**src/rtl/logic_analyzer_capture_fsm.sv**
```systemverilog
// rtl/logic_analyzer_capture_fsm.sv - capture sequencer for a circular sample buffer with programmable pre-trigger window
module logic_analyzer_capture_fsm #(
    parameter int SAMPLE_DEPTH = 1024,
    parameter int ADDR_WIDTH   = $clog2(SAMPLE_DEPTH)
) (
    input  logic                  clk,
    input  logic                  rst_n,
    input  logic                  trig,
    input  logic [15:0]           trigger_loc,
    input  logic                  request_start,
    input  logic                  request_stop,
    output logic [3:0]            state,
    output logic [ADDR_WIDTH-1:0] read_pointer,
    output logic [ADDR_WIDTH-1:0] write_pointer,
    output logic                  bram_we
);

    localparam logic [3:0] IDLE             = 4'd0;
    localparam logic [3:0] MOVE_TO_POSITION = 4'd1;
    localparam logic [3:0] IN_POSITION      = 4'd2;
    localparam logic [3:0] CAPTURING        = 4'd3;
    localparam logic [3:0] CAPTURED         = 4'd4;

    localparam logic [15:0]           DEPTH_M1  = 16'(SAMPLE_DEPTH - 1);
    localparam logic [ADDR_WIDTH-1:0] LAST_ADDR = ADDR_WIDTH'(SAMPLE_DEPTH - 1);

    logic                  start_q;
    logic                  stop_q;
    logic                  start_edge;
    logic                  stop_edge;
    logic [15:0]           loc_min;
    logic [ADDR_WIDTH-1:0] loc_clamped;
    logic [ADDR_WIDTH-1:0] pre_len;
    logic [ADDR_WIDTH-1:0] pre_len_next;
    logic [ADDR_WIDTH-1:0] wp_inc;
    logic [ADDR_WIDTH-1:0] rp_inc;
    logic [3:0]            state_next;
    logic [ADDR_WIDTH-1:0] rp_next;
    logic [ADDR_WIDTH-1:0] wp_next;

    assign start_edge = request_start & ~start_q;
    assign stop_edge  = request_stop & ~stop_q;

    // Clamp at full 16-bit width so large trigger_loc values never alias after truncation.
    assign loc_min     = (trigger_loc < DEPTH_M1) ? trigger_loc : DEPTH_M1;
    assign loc_clamped = ADDR_WIDTH'(loc_min);

    // Explicit wrap keeps non-power-of-two depths correct.
    assign wp_inc = (write_pointer == LAST_ADDR) ? '0 : write_pointer + 1'b1;
    assign rp_inc = (read_pointer == LAST_ADDR) ? '0 : read_pointer + 1'b1;

    assign bram_we = (state == MOVE_TO_POSITION) ||
                     (state == IN_POSITION) ||
                     (state == CAPTURING);

    always_comb begin
        state_next   = state;
        rp_next      = read_pointer;
        wp_next      = write_pointer;
        pre_len_next = pre_len;

        if (stop_edge) begin
            state_next = IDLE;
            rp_next    = '0;
            wp_next    = '0;
        end else begin
            case (state)
                IDLE, CAPTURED: begin
                    if (start_edge) begin
                        rp_next      = '0;
                        wp_next      = '0;
                        pre_len_next = loc_clamped;
                        state_next   = (loc_clamped == '0) ? IN_POSITION : MOVE_TO_POSITION;
                    end
                end

                MOVE_TO_POSITION: begin
                    wp_next = wp_inc;
                    if (wp_inc == pre_len) begin
                        state_next = IN_POSITION;
                    end
                end

                // Sliding window: read pointer trails so exactly pre_len samples precede the trigger.
                IN_POSITION: begin
                    wp_next = wp_inc;
                    if (!trig) begin
                        rp_next = rp_inc;
                    end else begin
                        state_next = (wp_inc == read_pointer) ? CAPTURED : CAPTURING;
                    end
                end

                CAPTURING: begin
                    wp_next = wp_inc;
                    if (wp_inc == read_pointer) begin
                        state_next = CAPTURED;
                    end
                end

                default: begin
                    state_next = IDLE;
                    rp_next    = '0;
                    wp_next    = '0;
                end
            endcase
        end
    end

    always_ff @(posedge clk or negedge rst_n) begin
        if (!rst_n) begin
            state         <= IDLE;
            read_pointer  <= '0;
            write_pointer <= '0;
            pre_len       <= '0;
            start_q       <= 1'b0;
            stop_q        <= 1'b0;
        end else begin
            state         <= state_next;
            read_pointer  <= rp_next;
            write_pointer <= wp_next;
            pre_len       <= pre_len_next;
            start_q       <= request_start;
            stop_q        <= request_stop;
        end
    end

endmodule

```
**config.mk**
```make
export PLATFORM = sky130hd
export DESIGN_NAME = logic_analyzer_capture_fsm
export DESIGN_NICKNAME = d
export VERILOG_FILES = /design/src/rtl/logic_analyzer_capture_fsm.sv
export SDC_FILE = /design/constraint.sdc
export NUM_CORES = 1
export LEC_CHECK = 0
export ABC_AREA = 1
export CORE_MARGIN = 5
export CORE_UTILIZATION = 50
export DETAILED_ROUTE_END_ITERATION = 6
export PLACE_DENSITY = 0.8
export REMOVE_ABC_BUFFERS = 1
export SLEW_MARGIN = 20
export SYNTH_ARGS = -nofsm -noshare
export SYNTH_HDL_FRONTEND = slang
export SYNTH_SLANG_ARGS = --single-unit
```
**constraint.sdc**
```tcl
create_clock -name clk -period 2.2 [get_ports clk]
set_clock_uncertainty 0.1 [all_clocks]
set_input_delay 0.22 -clock clk [delete_from_list [all_inputs] [get_ports clk]]
set_output_delay 0.22 -clock clk [all_outputs]
set_load 0.02 [all_outputs]
```
==> impl_metrics.env <==
export IMPL_vias=2451
export IMPL_initial_core_util_pct=52.24
export IMPL_synthToLayoutAreaGrowth_pct=38.09
export IMPL_rows=24
export IMPL_final_cells=455
export IMPL_fillers=377
export IMPL_fmax_ghz=0.4468
export IMPL_crit_fanout=4
export IMPL_hp_class="input pin to async pin"
export IMPL_p_per_area_nw_per_um2=898.6
export IMPL_synth_top_area_share_pct=37.98
export IMPL_synthCells=326
export IMPL_drv_cap=0
export IMPL_r2r_setup_slack_ps=-40
export IMPL_synth_area_sq_um=2306
export IMPL_grt_max_degree=36
export IMPL_via_per_inst=5.387
export IMPL_synthAdderAreaFrac_pct=1.085
export IMPL_yosysSeqAreaShare_pct=37.98
export IMPL_syn_avg_cell_area_sq_um=7.074
export IMPL_timing_max_transition_violations_final=0
export IMPL_synthSimpleGateAreaFrac_pct=38.25
export IMPL_ys_ff_latch=35
export IMPL_port_buffers=44
export IMPL_drc=0
export IMPL_nets=425
export IMPL_insertion_delay_ps=280
export IMPL_grt_util_all_layers_pct=19.73
export IMPL_htreeDepth=2
export IMPL_grt_pass1_vias=2218
export IMPL_finalSetupViolCount=3
export IMPL_die_area_sq_um=6070
export IMPL_clockBufferDepth=2
export IMPL_critPathArrivalTime_ps=2320
export IMPL_ys_warn_count=0
export IMPL_crit_path_end_kind="flip-flop"
export IMPL_path_buf_inv=2
export IMPL_finalCritPeriodShare_pct=101.7
export IMPL_cts_tree="done"
export IMPL_synthMuxAreaShare_pct=0
export IMPL_cp_cell_sequence="ha_2 > nand2_4 > nor2_4 > buf_6 > nand2_1 > nand2_2 > nand2_4 > xor2_1 > nand2_1 > nor2_2 > buf_4 > a21boi_2 > nor2_4 > nand2_1 > nand2_1"
export IMPL_dr_pass1_iters=5
export IMPL_synth_compound_area_share_pct=11.61
export IMPL_cellLeakagePower_nw=1.422
export IMPL_cp_slowest_stage_delay_ps=360
export IMPL_grt_pass1_wl_um=9804
export IMPL_rsz0062_at_grt="true"
export IMPL_synth_top_family_by_area="simple AND/OR/NAND/NOR gates"
export IMPL_dp_hpwl_um=4794
export IMPL_numCtsBuffers=5
export IMPL_coreArea_sq_um=4414
export IMPL_cpMostUsedCell="nand2_1"
export IMPL_numClockSinks=35
export IMPL_wl_per_cell_um=13.98
export IMPL_stdcell_area_sq_um=3184
export IMPL_cts_hold_fix_buffers=0
export IMPL_crit_type="flip-flop to flip-flop"
export IMPL_dp_cells=438
export IMPL_violations="negative setup slack"
export IMPL_post_dp_cell_area_sq_um=2934
export IMPL_hold_viol=0
export IMPL_worst_r2r_endpoint="state[2]"
export IMPL_outcome="complete, but fails checks"
export IMPL_die_h_um=77.91
export IMPL_antennaDiodeCount=0
export IMPL_synth_top_area_cell="dfrtp_1"
export IMPL_wirelength_um=6363
export IMPL_vdd_drop_max_v=0.0004522
export IMPL_ant_nets=0
export IMPL_finalCriticalPeriod_ps=2238
export IMPL_drt_iter0_drc=133
export IMPL_crit_path_start_kind="flip-flop"
export IMPL_synth_distinct_cells=31
export IMPL_clock_root_buffer="clkbuf_8"
export IMPL_crit_required_ps=2280
export IMPL_critPathSlowestCell="dfrtp_1"
export IMPL_fin_ws_ps=-37.90
export IMPL_r2r_cells=15
export IMPL_crit_family="simple AND/OR/NAND/NOR gates"
export IMPL_synth_area_leaders="dfrtp_1, nand2_1, inv_1"
export IMPL_fin_util_pct=72.14
export IMPL_place_congestion=0.8976
export IMPL_antenna_found_initial=0
export IMPL_synthXorXnorAreaFrac_pct=1.899
export IMPL_gr_total_overflow=0
export IMPL_drive_gt1_share_pct=19.11
export IMPL_chipWidth_um=77.91
export IMPL_clkTransAtPathRegs_ps=70
export IMPL_timing_rr_start="write_pointer[0]"
export IMPL_pin_count=46
per-stage QoR:
stage | setup WS, ps | hold WS [ps] | TNS, ps | power (mW)
3_3_place_gp | -7.296 | 430.5 | -7.296 | 2.177
6_report | -37.90 | 245.2 | -107.3 | 2.861
3_5_place_dp | -165.4 | 438.9 | -840.7 | 2.215
5_1_grt | -216.6 | 291.0 | -638.1 | 3.032
2_1_floorplan | 48.66 | -175.6 | 0 | 1.635
4_1_cts | 15.70 | 260.9 | 0 | 2.743
worst max path at each step:
stage                      endpoint              from  cells after the start
finish                     state[2]  write_pointer[0]                     15
global route               state[2]  write_pointer[1]                     14
CTS                        state[1]  write_pointer[0]                     16
detailed placement  read_pointer[9]      request_stop                     12
global placement    read_pointer[5]      request_stop                     12
floorplan                pre_len[0]          state[1]                      6
per-layer routing:
layer | GRT usage, % | vias up | routed length [um]
li1 | - | 1216 | -
met1 | 25.89 | 1123 | 2703
met2 | 34.31 | 96 | 3083
met3 | 2.546 | 16 | 427
met4 | 5.068 | 0 | 149
met5 | 0 | - | 0
where the power goes:
group	internal (mW)	switching (mW)	leakage (nW)
registers	0.739	0.0879	0.432
logic	0.643	0.863	0.939
clock network	0.286	0.242	0.0515
total	1.67	1.19	1.42
synthesized netlist by cell type, drive strengths merged:
master and number:
xor2 3, nor2 42, a21boi 2, nand3b 4, a22oi 2, nand2 85
conb 1, ha 2, o22ai 10, nor3 14, buf 3, nand3 31
nand4 8, inv 48, a21oi 18, dfrtp 35, xnor2 2, o21ai 14
nor3b 1, clkbuf 1
registers in the layout, indices dropped and copies added, names as in the netlist:
signal / cells
stop_q: 1
write_pointer: 10
pre_len: 10
start_q: 1
state: 3
read_pointer: 10
cells by family (layout without fill, tap and decap cells):
| group | after synthesis | in the layout |
|---|---|---|
| buffers and inverters | 52 | 128 |
| AOI/OAI and AO/OA | 46 | 46 |
| xor gates and xnor gates | 5 | 5 |
| DFF | 35 | 35 |
| adders and majority gates | 2 | 2 |
| and+or+nand+nor | 185 | 186 |
| other | 1 | 1 |
what timing repair did:
item,4_1_cts,5_1_grt
setup buffers,0,8
endpoints found under the setup margin,0,11
resized for setup,0,22
final cells by class:
| type | instances | area [sq um] | area share, % |
|---|---|---|---|
| sequential | 35 | 875.8 | 27.50 |
| inverter | 48 | 180.2 | 5.658 |
| multi-input combinational | 240 | 1305 | 40.98 |
| timing repair buffer | 72 | 658.1 | 20.67 |
| clock buffer | 8 | 100.1 | 3.143 |
| tap | 52 | 65.06 | 2.043 |
layout by cell type, fill, tap and decap left out, drive strengths merged:
cell type	count
inv	48
o22ai	10
xnor2	2
o21ai	14
clkdlybuf4s50	44
nor3b	1
a22oi	2
a21oi	18
xor2	3
nor3	14
a21boi	2
nand3b	4
buf	28
nor2	42
nand4	8
ha	2
dfrtp	35
nand3	32
conb	1
nand2	85
clkbuf	8
Power figures use the tool's default switching activity.
